## config.mk

```make
export PLATFORM = sky130hd
export DESIGN_NAME = ahb_lite_cordic_mc
export DESIGN_NICKNAME = d
export VERILOG_FILES = /design/src/rtl/ahb_cordic_pkg.sv /design/src/rtl/cordic_res_fifo.sv /design/src/rtl/ahb_lite_cordic_mc.sv
export SDC_FILE = /design/constraint.sdc
export NUM_CORES = 1
export LEC_CHECK = 0
export ABC_AREA = 1
export CAP_MARGIN = 5
export CORE_MARGIN = 3
export CORE_UTILIZATION = 55
export DETAILED_ROUTE_END_ITERATION = 8
export PLACE_DENSITY_LB_ADDON = 0.08
export SYNTH_ARGS = -nofsm -noshare
export SYNTH_HDL_FRONTEND = slang
export SYNTH_SLANG_ARGS = --single-unit
```

## constraint.sdc

```tcl
create_clock -name HCLK -period 8.87 [get_ports HCLK]
set_clock_uncertainty 0.2 [all_clocks]
set_input_delay 2.2175 -clock HCLK [delete_from_list [all_inputs] [get_ports HCLK]]
set_output_delay 2.2175 -clock HCLK [all_outputs]
set_load 0.02 [all_outputs]
```

## src/rtl/ahb_cordic_pkg.sv

```systemverilog
// Shared encodings for the AHB-Lite multi-channel CORDIC front end:
// register offsets, bus codes, STATUS bit positions and the bus FSM states.
package ahb_cordic_pkg;

    localparam logic [1:0] OFF_DATA   = 2'd0;
    localparam logic [1:0] OFF_STATUS = 2'd1;
    localparam logic [1:0] OFF_FLUSH  = 2'd2;
    localparam logic [1:0] OFF_RSVD   = 2'd3;

    localparam logic [1:0] HTRANS_IDLE   = 2'b00;
    localparam logic [1:0] HTRANS_BUSY   = 2'b01;
    localparam logic [1:0] HTRANS_NONSEQ = 2'b10;
    localparam logic [1:0] HTRANS_SEQ    = 2'b11;

    localparam logic [2:0] HSIZE_WORD = 3'b010;

    localparam int unsigned ST_FULL  = 16;
    localparam int unsigned ST_EMPTY = 17;
    localparam int unsigned ST_OVF   = 18;

    typedef enum logic [1:0] {
        S_IDLE = 2'd0,
        S_WAIT = 2'd1,
        S_ERR1 = 2'd2,
        S_ERR2 = 2'd3
    } state_t;

endpackage

```

## src/rtl/cordic_res_fifo.sv

```systemverilog
// Per-channel result FIFO: synchronous, power-of-two depth, with clear.
// A push into a full FIFO is accepted only if a pop frees a slot that cycle.
module cordic_res_fifo
    import ahb_cordic_pkg::*;
#(
    parameter int DW    = 32,
    parameter int DEPTH = 4
) (
    input  logic                     clk,
    input  logic                     rst_n,
    input  logic                     clr,
    input  logic                     push,
    input  logic [DW-1:0]            din,
    input  logic                     pop,
    output logic [DW-1:0]            dout,
    output logic [$clog2(DEPTH):0]   count,
    output logic                     full,
    output logic                     empty,
    output logic                     drop
);

    localparam int AW = $clog2(DEPTH);
    localparam int CW = AW + 1;
    localparam logic [CW-1:0] DEPTH_C = DEPTH[CW-1:0];

    logic [DW-1:0] mem [DEPTH];
    logic [AW-1:0] wptr;
    logic [AW-1:0] rptr;
    logic          wr;
    logic          rd;

    assign full  = (count == DEPTH_C);
    assign empty = (count == '0);
    assign rd    = pop && !empty;
    assign wr    = push && (!full || rd);
    assign drop  = push && !wr;
    assign dout  = mem[rptr];

    always_ff @(posedge clk or negedge rst_n) begin
        if (!rst_n) begin
            wptr  <= '0;
            rptr  <= '0;
            count <= '0;
        end else if (clr) begin
            wptr  <= '0;
            rptr  <= '0;
            count <= '0;
        end else begin
            if (wr) wptr <= wptr + 1'b1;
            if (rd) rptr <= rptr + 1'b1;
            count <= count + CW'(wr) - CW'(rd);
        end
    end

    always_ff @(posedge clk) begin
        if (wr && !clr) mem[wptr] <= din;
    end

endmodule

```

## src/rtl/ahb_lite_cordic_mc.sv

```systemverilog
// AHB-Lite slave fronting NCH CORDIC channels: issues operands, tracks
// outstanding work and queues returned results per channel.
module ahb_lite_cordic_mc
    import ahb_cordic_pkg::*;
#(
    parameter int NCH     = 2,
    parameter int DW      = 32,
    parameter int DEPTH   = 4,
    parameter int TIMEOUT = 255
) (
    input  logic                HCLK,
    input  logic                HRESETn,
    input  logic                HSEL,
    input  logic                HREADY,
    input  logic                HWRITE,
    input  logic [31:0]         HADDR,
    input  logic [1:0]          HTRANS,
    input  logic [2:0]          HSIZE,
    input  logic [31:0]         HWDATA,
    input  logic [2:0]          HBURST,
    input  logic                HMASTLOCK,
    input  logic [3:0]          HPROT,
    output logic                HREADYOUT,
    output logic                HRESP,
    output logic [31:0]         HRDATA,
    output logic [NCH*DW-1:0]   in_interface,
    output logic [NCH-1:0]      valid_in_interface,
    input  logic [NCH*DW-1:0]   out_interface,
    input  logic [NCH-1:0]      valid_out_interface
);

    localparam int CW  = $clog2(DEPTH) + 1;
    localparam int CW1 = CW + 1;
    localparam int TW  = $clog2(TIMEOUT + 1);
    localparam logic [3:0]    NCH_C    = 4'(NCH);
    localparam logic [CW:0]   DEPTH_C  = DEPTH[CW:0];
    localparam logic [TW-1:0] TMO_LAST = TW'(TIMEOUT - 1);

    state_t state, state_nx;

    logic          dp_valid, dp_write, dp_load;
    logic [2:0]    dp_ch;
    logic [1:0]    dp_off;
    logic [TW-1:0] wcnt;

    // Channel-indexed views are sized for the full 3-bit channel field.
    logic [DW-1:0] f_head   [8];
    logic [CW-1:0] f_cnt    [8];
    logic [CW-1:0] inflight [8];
    logic [7:0]    f_full, f_empty, ovf;
    logic [7:0]    ch_push, ch_iss, ch_pop, ch_flush;

    logic          accept, dp_done, issue, pop_go, flush_go;
    logic [2:0]    a_ch;
    logic [1:0]    a_off;
    logic [CW:0]   a_credit;
    logic          a_empty, a_err, a_wait;
    logic          unused_inputs;

    assign unused_inputs = ^{HBURST, HMASTLOCK, HPROT, HADDR[31:7], HADDR[1:0], HWDATA};

    assign accept   = HSEL && HREADY && (HTRANS == HTRANS_NONSEQ || HTRANS == HTRANS_SEQ);
    assign a_ch     = HADDR[6:4];
    assign a_off    = HADDR[3:2];
    assign dp_done  = (state == S_IDLE) && dp_valid;
    assign issue    = dp_done && dp_write && (dp_off == OFF_DATA);
    assign pop_go   = dp_done && !dp_write && (dp_off == OFF_DATA);
    assign flush_go = dp_done && dp_write && (dp_off == OFF_FLUSH);

    for (genvar g = 0; g < 8; g++) begin : g_ch
        assign ch_iss[g]   = issue    && (dp_ch == 3'(g));
        assign ch_pop[g]   = pop_go   && (dp_ch == 3'(g));
        assign ch_flush[g] = flush_go && (dp_ch == 3'(g));

        if (g < NCH) begin : g_live
            logic          drop;
            logic [CW-1:0] infl;
            logic          ovf_q;

            cordic_res_fifo #(.DW(DW), .DEPTH(DEPTH)) u_fifo (
                .clk   (HCLK),
                .rst_n (HRESETn),
                .clr   (ch_flush[g]),
                .push  (valid_out_interface[g]),
                .din   (out_interface[g*DW +: DW]),
                .pop   (ch_pop[g]),
                .dout  (f_head[g]),
                .count (f_cnt[g]),
                .full  (f_full[g]),
                .empty (f_empty[g]),
                .drop  (drop)
            );

            always_ff @(posedge HCLK or negedge HRESETn) begin
                if (!HRESETn) begin
                    infl  <= '0;
                    ovf_q <= 1'b0;
                end else begin
                    if (ch_iss[g] && !valid_out_interface[g])
                        infl <= infl + 1'b1;
                    else if (!ch_iss[g] && valid_out_interface[g] && infl != '0)
                        infl <= infl - 1'b1;
                    if (ch_flush[g])
                        ovf_q <= 1'b0;
                    else if (drop)
                        ovf_q <= 1'b1;
                end
            end

            assign ch_push[g]  = valid_out_interface[g];
            assign inflight[g] = infl;
            assign ovf[g]      = ovf_q;
        end else begin : g_tie
            assign f_head[g]   = '0;
            assign f_cnt[g]    = '0;
            assign f_full[g]   = 1'b0;
            assign f_empty[g]  = 1'b1;
            assign ch_push[g]  = 1'b0;
            assign inflight[g] = '0;
            assign ovf[g]      = 1'b0;
        end
    end

    // Decisions account for the pop/issue/flush/push landing on this same edge.
    always_comb begin
        a_credit = CW1'(f_cnt[a_ch]) + CW1'(inflight[a_ch]) + CW1'(ch_iss[a_ch])
                 - CW1'(ch_pop[a_ch]);
        a_empty  = ch_flush[a_ch]
                 || ((f_cnt[a_ch] == CW'(ch_pop[a_ch])) && !ch_push[a_ch]);
        a_err    = ({1'b0, a_ch} >= NCH_C)
                 || (((a_off == OFF_DATA) || (a_off == OFF_FLUSH)) && (HSIZE != HSIZE_WORD))
                 || (HWRITE && (a_off == OFF_STATUS))
                 || (HWRITE && (a_off == OFF_DATA) && (a_credit == DEPTH_C));
        a_wait   = !HWRITE && (a_off == OFF_DATA) && a_empty;
    end

    always_comb begin
        state_nx = state;
        dp_load  = 1'b0;
        case (state)
            S_IDLE, S_ERR2: begin
                state_nx = S_IDLE;
                if (accept) begin
                    if (a_err) begin
                        state_nx = S_ERR1;
                    end else begin
                        dp_load  = 1'b1;
                        state_nx = a_wait ? S_WAIT : S_IDLE;
                    end
                end
            end
            S_WAIT: begin
                if (ch_push[dp_ch])
                    state_nx = S_IDLE;
                else if (wcnt == TMO_LAST)
                    state_nx = S_ERR1;
            end
            S_ERR1:  state_nx = S_ERR2;
            default: state_nx = S_IDLE;
        endcase
    end

    always_ff @(posedge HCLK or negedge HRESETn) begin
        if (!HRESETn) begin
            state    <= S_IDLE;
            dp_valid <= 1'b0;
            dp_write <= 1'b0;
            dp_ch    <= '0;
            dp_off   <= '0;
            wcnt     <= '0;
        end else begin
            state <= state_nx;
            wcnt  <= (state == S_WAIT) ? wcnt + 1'b1 : '0;
            if (state == S_IDLE || state == S_ERR2) begin
                dp_valid <= dp_load;
                if (dp_load) begin
                    dp_ch    <= a_ch;
                    dp_off   <= a_off;
                    dp_write <= HWRITE;
                end
            end else if (state_nx == S_ERR1) begin
                dp_valid <= 1'b0;
            end
        end
    end

    always_ff @(posedge HCLK or negedge HRESETn) begin
        if (!HRESETn) begin
            in_interface       <= '0;
            valid_in_interface <= '0;
        end else begin
            valid_in_interface <= ch_iss[NCH-1:0];
            for (int unsigned c = 0; c < NCH; c++) begin
                if (ch_iss[c]) in_interface[c*DW +: DW] <= HWDATA[DW-1:0];
            end
        end
    end

    assign HREADYOUT = (state == S_IDLE) || (state == S_ERR2);
    assign HRESP     = (state == S_ERR1) || (state == S_ERR2);

    always_comb begin
        HRDATA = '0;
        if (dp_done && !dp_write) begin
            case (dp_off)
                OFF_DATA:   HRDATA[DW-1:0] = f_head[dp_ch];
                OFF_STATUS: begin
                    HRDATA[7:0]      = 8'(f_cnt[dp_ch]);
                    HRDATA[15:8]     = 8'(inflight[dp_ch]);
                    HRDATA[ST_FULL]  = f_full[dp_ch];
                    HRDATA[ST_EMPTY] = f_empty[dp_ch];
                    HRDATA[ST_OVF]   = ovf[dp_ch];
                end
                default:    HRDATA = '0;
            endcase
        end
    end

endmodule

```

---- Word-level counts from Yosys, hierarchy flattened ----
Memories as Yosys holds them, arrays and structs flattened.
Index checks and enable logic that the tools add are counted.
operators by class
  $add $sub $neg .......................... 16
  order comparisons ....................... 5
  multiplexer cells ....................... 68
  bitwise logic cells ..................... 2
  equality and inequality tests ........... 23
  reduce and logical (&&, ||, !) cells .... 97
operators with widths
  kind                                                                           count
  32-bit binary-select mux with 3-bit select                                     1
  32-bit two-way mux                                                             3
  1-bit logical AND                                                              53
  3-bit two-way mux                                                              14
  19-bit case mux with 2 select lines                                            1
  3-bit binary-select mux with 3-bit select                                      4
  1-bit binary-select mux with 3-bit select                                      8
  2-bit two-way mux                                                              12
  1-bit two-way mux                                                              22
  3-bit equality test (second input constant)                                    6
  2-bit nonzero test                                                             9
  1-bit zero test                                                                15
  2-bit equality test (second input constant)                                    7
  13-bit two-way mux                                                             1
  1-bit logical OR                                                               10
  3-bit zero test                                                                3
  2-bit by 1-bit adder with 2-bit output (second input constant)                 4
  8-bit by 1-bit adder with 8-bit output (second input constant)                 1
  8-bit equality test (second input constant)                                    1
  4-bit >= comparator (second input constant)                                    2
  3-bit by 4-bit less-than comparator with 1-bit output (second input constant)  2
  8-bit two-way mux                                                              1
  3-bit inverter with 4-bit output                                               2
  3-bit by 1-bit adder with 3-bit output                                         2
  other kinds (18)                                                               27
storage, ports and cells
  input port bits ......................... 148
  register bits ........................... 105
  word-level logic and storage cells ...... 232
  memories ................................ 2
  output and inout bits ................... 100
  RAM bits ................................ 256
memories
  memory                     words  width  rd ports  clocked after Yosys merged registers in  write ports  RTL line               text
  g_ch[0].g_live.u_fifo.mem  4      32     1         0                                        1            cordic_res_fifo.sv:26  logic [DW-1:0] mem [DEPTH];
  g_ch[1].g_live.u_fifo.mem  4      32     1         0                                        1            cordic_res_fifo.sv:26

---- Depth between registers and ports, before layout ----
  depth in word-level cells ............... 18
  gate-level depth with buffers ........... 21
  gate-level depth less buffers ........... 20

---- By module ----
Synthesis repeated with hierarchy kept, for this count alone.
second synthesis, totals
  cells, all modules ...................... 1,325
  area, all modules ....................... 15,334.7 µm²
modules (own cells, without submodules)
  module                                   seq. area each (µm²)  area each (µm²)  cells an instance  times used
  cordic_res_fifo (g_ch[0].g_live.u_fifo)  4,018.9               5,285.1          372                1
  cordic_res_fifo (g_ch[1].g_live.u_fifo)  4,018.9               5,251.3          376                1
  ahb_lite_cordic_mc                       2,277.2               4,798.4          577                1

---- Least setup slack after synthesis ----
OpenSTA, ideal clock, no wires.
  path kind ............................... input to register
  from .................................... in HADDR[4]
  to ...................................... reg dp_valid
  path slack .............................. 3.714 ns
  cell stages on the path ................. 21
  required time ........................... 8.545 ns
  library setup time ...................... 0.125 ns
  buffers on the path ..................... 1
  data arrival time ....................... 4.831 ns
  cells stage by stage .................... buf_4 > inv_2 > nand2_1 > nand2_1 > nor2_1 > nand2_1 > o21ai_2 > nand2_1 > nand2_1 > ha_1 > fa_1 > fa_1 > nand3_1 > nor3_1 > nand3b_1 > nand2_1 > inv_1 > o21ai_1 > nand3_1 > nand2_1 > nand2_1
on the way
  cells in the longest elaborated chain, start to end .. 15
  elaborated cells on any way between the ends .. 39
  classes of those cells .................. 3 x add/sub; 1 x order compare; 3 x eq/ne; 22 x mux; 1 x bitwise; 9 x reduce/logical
ends and longest elaborated chain
  element                                                 RTL line                   text
  from (decl)                                             ahb_lite_cordic_mc.sv:16   input logic [31:0] HADDR,
  3-bit inverter with 4-bit output (implied by the code)  ahb_lite_cordic_mc.sv:126  a_credit = CW1'(f_cnt[a_ch]) + CW1'(inflight[a_ch]) + CW1'(ch_iss[a_ch])
  3-bit binary-select mux with 3-bit select               ahb_lite_cordic_mc.sv:126
  3-bit two-way mux (implied by the code) (2 in a row)    ahb_lite_cordic_mc.sv:126
  3-bit by 3-bit adder with 4-bit output                  ahb_lite_cordic_mc.sv:126
  4-bit by 1-bit adder with 4-bit output                  ahb_lite_cordic_mc.sv:126
  4-bit by 1-bit subtractor with 4-bit output             ahb_lite_cordic_mc.sv:127  - CW1'(ch_pop[a_ch]);
  4-bit by 3-bit equality test with 1-bit output          ahb_lite_cordic_mc.sv:133  || (HWRITE && (a_off == OFF_DATA) && (a_credit == DEPTH_C));
  1-bit logical AND                                       ahb_lite_cordic_mc.sv:133
  1-bit logical OR *                                      ahb_lite_cordic_mc.sv:133
  2-bit two-way mux *                                     ahb_lite_cordic_mc.sv:144  if (a_err) begin
  2-bit two-way mux *                                     ahb_lite_cordic_mc.sv:143  if (accept) begin
  2-bit case mux with 3 select lines *                    ahb_lite_cordic_mc.sv:140  case (state)
  via state_nx[1]                                         ahb_lite_cordic_mc.sv:39   state_t state, state_nx;
  2-bit equality test *                                   ahb_lite_cordic_mc.sv:181  end else if (state_nx == S_ERR1) begin
  2-bit nonzero test (no line) *                          -
  to (signal assigned)                                    ahb_lite_cordic_mc.sv:175  dp_valid <= dp_load;
  to (decl)                                               ahb_lite_cordic_mc.sv:41   logic dp_valid, dp_write, dp_load;
The timed path passes the listed nets; every way through them passes the cells marked *. The select of a mux whose other input is x is not followed.
A chain may end at the register's enable or synchronous reset.

---- Final worst setup path ----
  from .................................... reg g_ch[1].g_live.u_fifo.rptr[0]
  to ...................................... out HRDATA[17]
on the way
  cells in the longest elaborated chain, start to end .. 6
ends and longest elaborated chain
  element                                                RTL line                   text
  from (decl)                                            cordic_res_fifo.sv:28      logic [AW-1:0] rptr;
  from (signal assigned)                                 cordic_res_fifo.sv:50      if (rd) rptr <= rptr + 1'b1;
  memory 4 x 32 bit                                      -
  32-bit binary-select mux with 3-bit select             ahb_lite_cordic_mc.sv:206  OFF_DATA: HRDATA[DW-1:0] = f_head[dp_ch];
  32-bit two-way mux (implied by the code) (2 in a row)  ahb_lite_cordic_mc.sv:206
  19-bit case mux with 2 select lines                    ahb_lite_cordic_mc.sv:205  case (dp_off)
  32-bit two-way mux                                     ahb_lite_cordic_mc.sv:204  if (dp_done && !dp_write) begin
  to (decl)                                              ahb_lite_cordic_mc.sv:25   output logic [31:0] HRDATA,
No other way between the ends. The select of a mux whose other input is x is not followed.

==> flow_summary.json <==
{
  "seq_power_share_pct": 48.7,
  "layout-drive-gt1-share_pct": 6.38,
  "firstDrtPassIters": 5,
  "antenna_left": 0,
  "ys_ff_latch": 361,
  "grtUsageMet3_pct": 4.82,
  "num_rows": 60,
  "reg2reg_to": "dp_write$_DFFE_PN0P_",
  "vdd_drop_max_uv": 213,
  "clkLatencyLatePin_ns": 0.51,
  "path_common_cell": "buf_4",
  "comb_power_share_pct": 21.6,
  "placed_area_mm2": 0.0175,
  "numClockSinks": 361,
  "drt_wl_total_um": 34300,
  "synth_flop_cell": "edfxtp_1",
  "drtIter0Drc": 814,
  "rr_startpoint": "state[0]$_DFF_PN0_",
  "hold-worst-slack_ns": 0.276,
  "grt-busiest-layer": "met2",
  "area_growth_pct": 22.9,
  "synth_commonest_cells": "edfxtp_1, o21ai_0, nand2_1",
  "clockBufferDepth": 3,
  "num-nets-final": 1718,
  "clock_power_share_pct": 29.7,
  "die_width_um": 172,
  "place.gp.congestion": 0.877,
  "hold_path.class": "flip-flop to flip-flop",
  "routedWlPerCell_um": 18.0,
  "clk_pin_slew_ns": 0.06,
  "nFillCells": 2043,
  "design.portCount": 248,
  "p_sw_mw": 1.36,
  "hold_start": "wcnt[0]$_DFF_PN0_",
  "path_buf_inv": 4,
  "synthTopCellsByArea": "edfxtp_1, dfrtp_1, o21ai_0",
  "rsz0062_at_grt": "false",
  "core_mm2": 0.0270,
  "p_int_mw": 3.36,
  "diodes": 0,
  "place.detailed.hpwl_um": 21800,
  "leakage_nw": 7.28,
  "cts.htree.levels": 2,
  "synth_warnings": 0,
  "yosysUniqueCellTypes": 40,
  "final.period_utilization_pct": 72.6,
  "dp.cells": 1842,
  "yosysTopAreaCell": "edfxtp_1",
  "path_cells": "buf_4, inv_1, buf_4, o21ai_0, o22ai_1, a22o_1, nand3_1, a21oi_1, clkdlybuf4s50_1",
  "avgSynthCellArea_um2": 11.3,
  "io_buffers": 211,
  "start_util_pct": 56.0,
  "syn_inst": 1338,
  "hold_buffers": 0,
  "power_mw": 4.73,
  "reg2reg_slack_ns": 4.92,
  "powerDensity_mw_per_mm2": 254,
  "via_count": 10500,
  "slowest_stage": "inv_1",
  "setup_viol": 0,
  "cpLargestDelayFamily": "buffers and inverters",
  "antenna_found_initial": 1,
  "tns_ns": 0,
  "grt-ovfl-total": 0,
  "worstPathArrival_ns": 4.02,
  "period_minus_slack_ns": 6.44,
  "cp.required_ns": 6.45,
  "worst_pin_slew_ns": 1.10,
  "syn_area_mm2": 0.0151,
  "switching_share_pct": 28.8,
  "min_to": "wcnt[0]$_DFF_PN0_",
  "cts_resized": 0,
  "grt_pass1_wl_um": 52900,
  "fin_area_mm2": 0.0186,
  "viasPerCell": 5.48,
  "fmax_ghz": 0.155,
  "seq_area_frac_synth_pct": 68.1,
  "crit_fanout": 66,
  "crit_type": "flip-flop to primary output",
  "synth_edf_count": 256,
  "pre_cts_ws_ns": 2.84,
  "grt_start_max_net_pins": 77,
  "grt.total_usage_pct": 22.9,
  "slew_viol_final": 0,
  "fin_cells": 1908,
  "start_kind": "flip-flop",
  "drc_errors": 0,
  "grt_pass1_vias": 9945,
  "end_kind": "primary output",
  "finalHoldViolations": 0,
  "maxCapViolCount": 0,
  "r2r_cells": 18,
  "cts_tree": "done",
  "whs_path_depth": 1,
  "cts_root_buf": "clkbuf_16",
  "post-route-util_pct": 68.8,
  "post_cts_buffers": 0,
  "slowest_delay_ns": 0.76,
  "die_h_um": 172,
  "synth_fp_nets": 1515,
  "synth_top_area_share_pct": 50.8,
  "use_met1_pct": 31.3,
  "timing.slew.headroom_pct": 26.6,
  "status": "finished clean",
  "cts_buffers": 38,
  "globalRouteMet2Util_pct": 37.6,
  "dieArea_mm2": 0.0295,
  "setup_slack_ns": 2.43,
  "yosysMostFrequentCell": "edfxtp_1",
  "ys_async_sr_fraction_pct": 29.1
}
how the worst max path moves through the flow:
stage | start | to | slack (ns) | cells past startpoint
after floorplan | HADDR[4] | dp_valid$_DFFE_PN0P_ | 3.71 | 21
after detailed placement | HADDR[4] | dp_write$_DFFE_PN0P_ | 2.84 | 19
after global placement | HADDR[4] | dp_valid$_DFFE_PN0P_ | 2.89 | 21
final | g_ch[1].g_live.u_fifo.rptr[0]$_DFFE_PN0P_ | HRDATA[17] | 2.43 | 9
after global routing | g_ch[1].g_live.u_fifo.rptr[0]$_DFFE_PN0P_ | HRDATA[18] | 2.15 | 9
after CTS | g_ch[1].g_live.u_fifo.rptr[0]$_DFFE_PN0P_ | HRDATA[18] | 2.49 | 9
worst reg2reg max path, cell delays in order, from the launching register on:
cell,delay (ns)
dfrtp_1,0.40
inv_1,0.11
ha_1,0.18
nand3_1,0.21
nor2_4,0.27
nand2_1,0.10
o21ai_2,0.08
nand2_1,0.10
nand2_1,0.07
ha_1,0.24
fa_1,0.46
fa_1,0.50
nand3_1,0.06
nor3_1,0.19
nand3b_1,0.14
nand2_1,0.08
inv_1,0.05
nand2_1,0.23
a21boi_0,0.14
final cells by class:
cell class	instances	area (µm²)	area share [%]
clock buffers	55	1010	5.45
flip-flops and latches	361	10300	55.4
well taps	341	427	2.29
multi-input cells	792	4090	22.0
clock inverters	11	75.1	0.403
repair buffers	227	2230	12.0
inverters	121	454	2.44
per-layer routing:
metal  up-vias  part of all wire (%)  wire [µm]
li1       5062                     -          -
met4         2                   2.7        908
met2       349                    47      16200
met1      4974                    42      14500
met3        65                   7.8       2660
met5         -                 0.047         16
registers in the layout, summed over array words and instances, names as in the netlist:
signal	count
wcnt	8
g_ch.g_live.u_fifo.wptr	4
dp_off	2
dp_write	1
dp_ch	3
dp_valid	1
g_ch.g_live.u_fifo.rptr	4
g_ch.g_live.u_fifo.count	6
g_ch.g_live.u_fifo.mem	256
state	2
valid_in_interface	2
g_ch.g_live.infl	6
g_ch.g_live.ovf_q	2
in_interface	64
cells in the final DEF, fill, tap and decap left out, types with 2 or more instances in the layout:
| cell type | count |
|---|---|
| nor2_1 | 163 |
| nand3b_1 | 2 |
| o22ai_1 | 71 |
| mux2_2 | 2 |
| clkinv_1 | 5 |
| nand4_1 | 4 |
| xor2_1 | 5 |
| nor2_4 | 4 |
| clkinv_2 | 4 |
| edfxtp_1 | 256 |
| clkbuf_1 | 17 |
| nand3_1 | 12 |
| nand3_2 | 2 |
| a31oi_1 | 2 |
| ha_1 | 23 |
| o21ai_1 | 8 |
| a22o_1 | 10 |
| clkbuf_16 | 38 |
| o21ai_0 | 211 |
| clkdlybuf4s50_1 | 210 |
| fa_1 | 6 |
| nor2_2 | 13 |
| buf_4 | 17 |
| xnor2_1 | 4 |
| nand2_2 | 3 |
| o311ai_1 | 2 |
| a21oi_1 | 46 |
| inv_1 | 112 |
| nand2_1 | 179 |
| nor3_1 | 10 |
| dfrtp_1 | 105 |
| nor3_2 | 2 |
| a32o_1 | 2 |
| inv_2 | 9 |
cell families (layout without fill, tap and decap cells):
| family | count (synthesis) | after routing | synth area share [%] |
|---|---|---|---|
| AO/OA/AOI/OAI | 356 | 356 | 12.8 |
| XOR/XNOR | 9 | 9 | 0.521 |
| adder cells (fa/ha/maj) | 29 | 29 | 2.69 |
| buffers and inverters | 185 | 414 | 4.97 |
| flip-flops | 361 | 361 | 68.1 |
| multiplexers | 2 | 2 | 0.149 |
| AND/OR/NAND/NOR | 396 | 396 | 10.7 |
power groups by stage:
| stage | combinational (mW) | clock (mW) | sequential, mW |
|---|---|---|---|
| finish | 1.02 | 1.40 | 2.30 |
| global placement | 1.01 | 0 | 2.33 |
| CTS | 1.03 | 1.43 | 2.30 |
| detailed placement | 1.03 | 0 | 2.34 |
| global route | 1.13 | 1.51 | 2.34 |
| floorplan | 0.507 | 0 | 2.41 |
No activity file was read; power rests on OpenSTA's default activity.
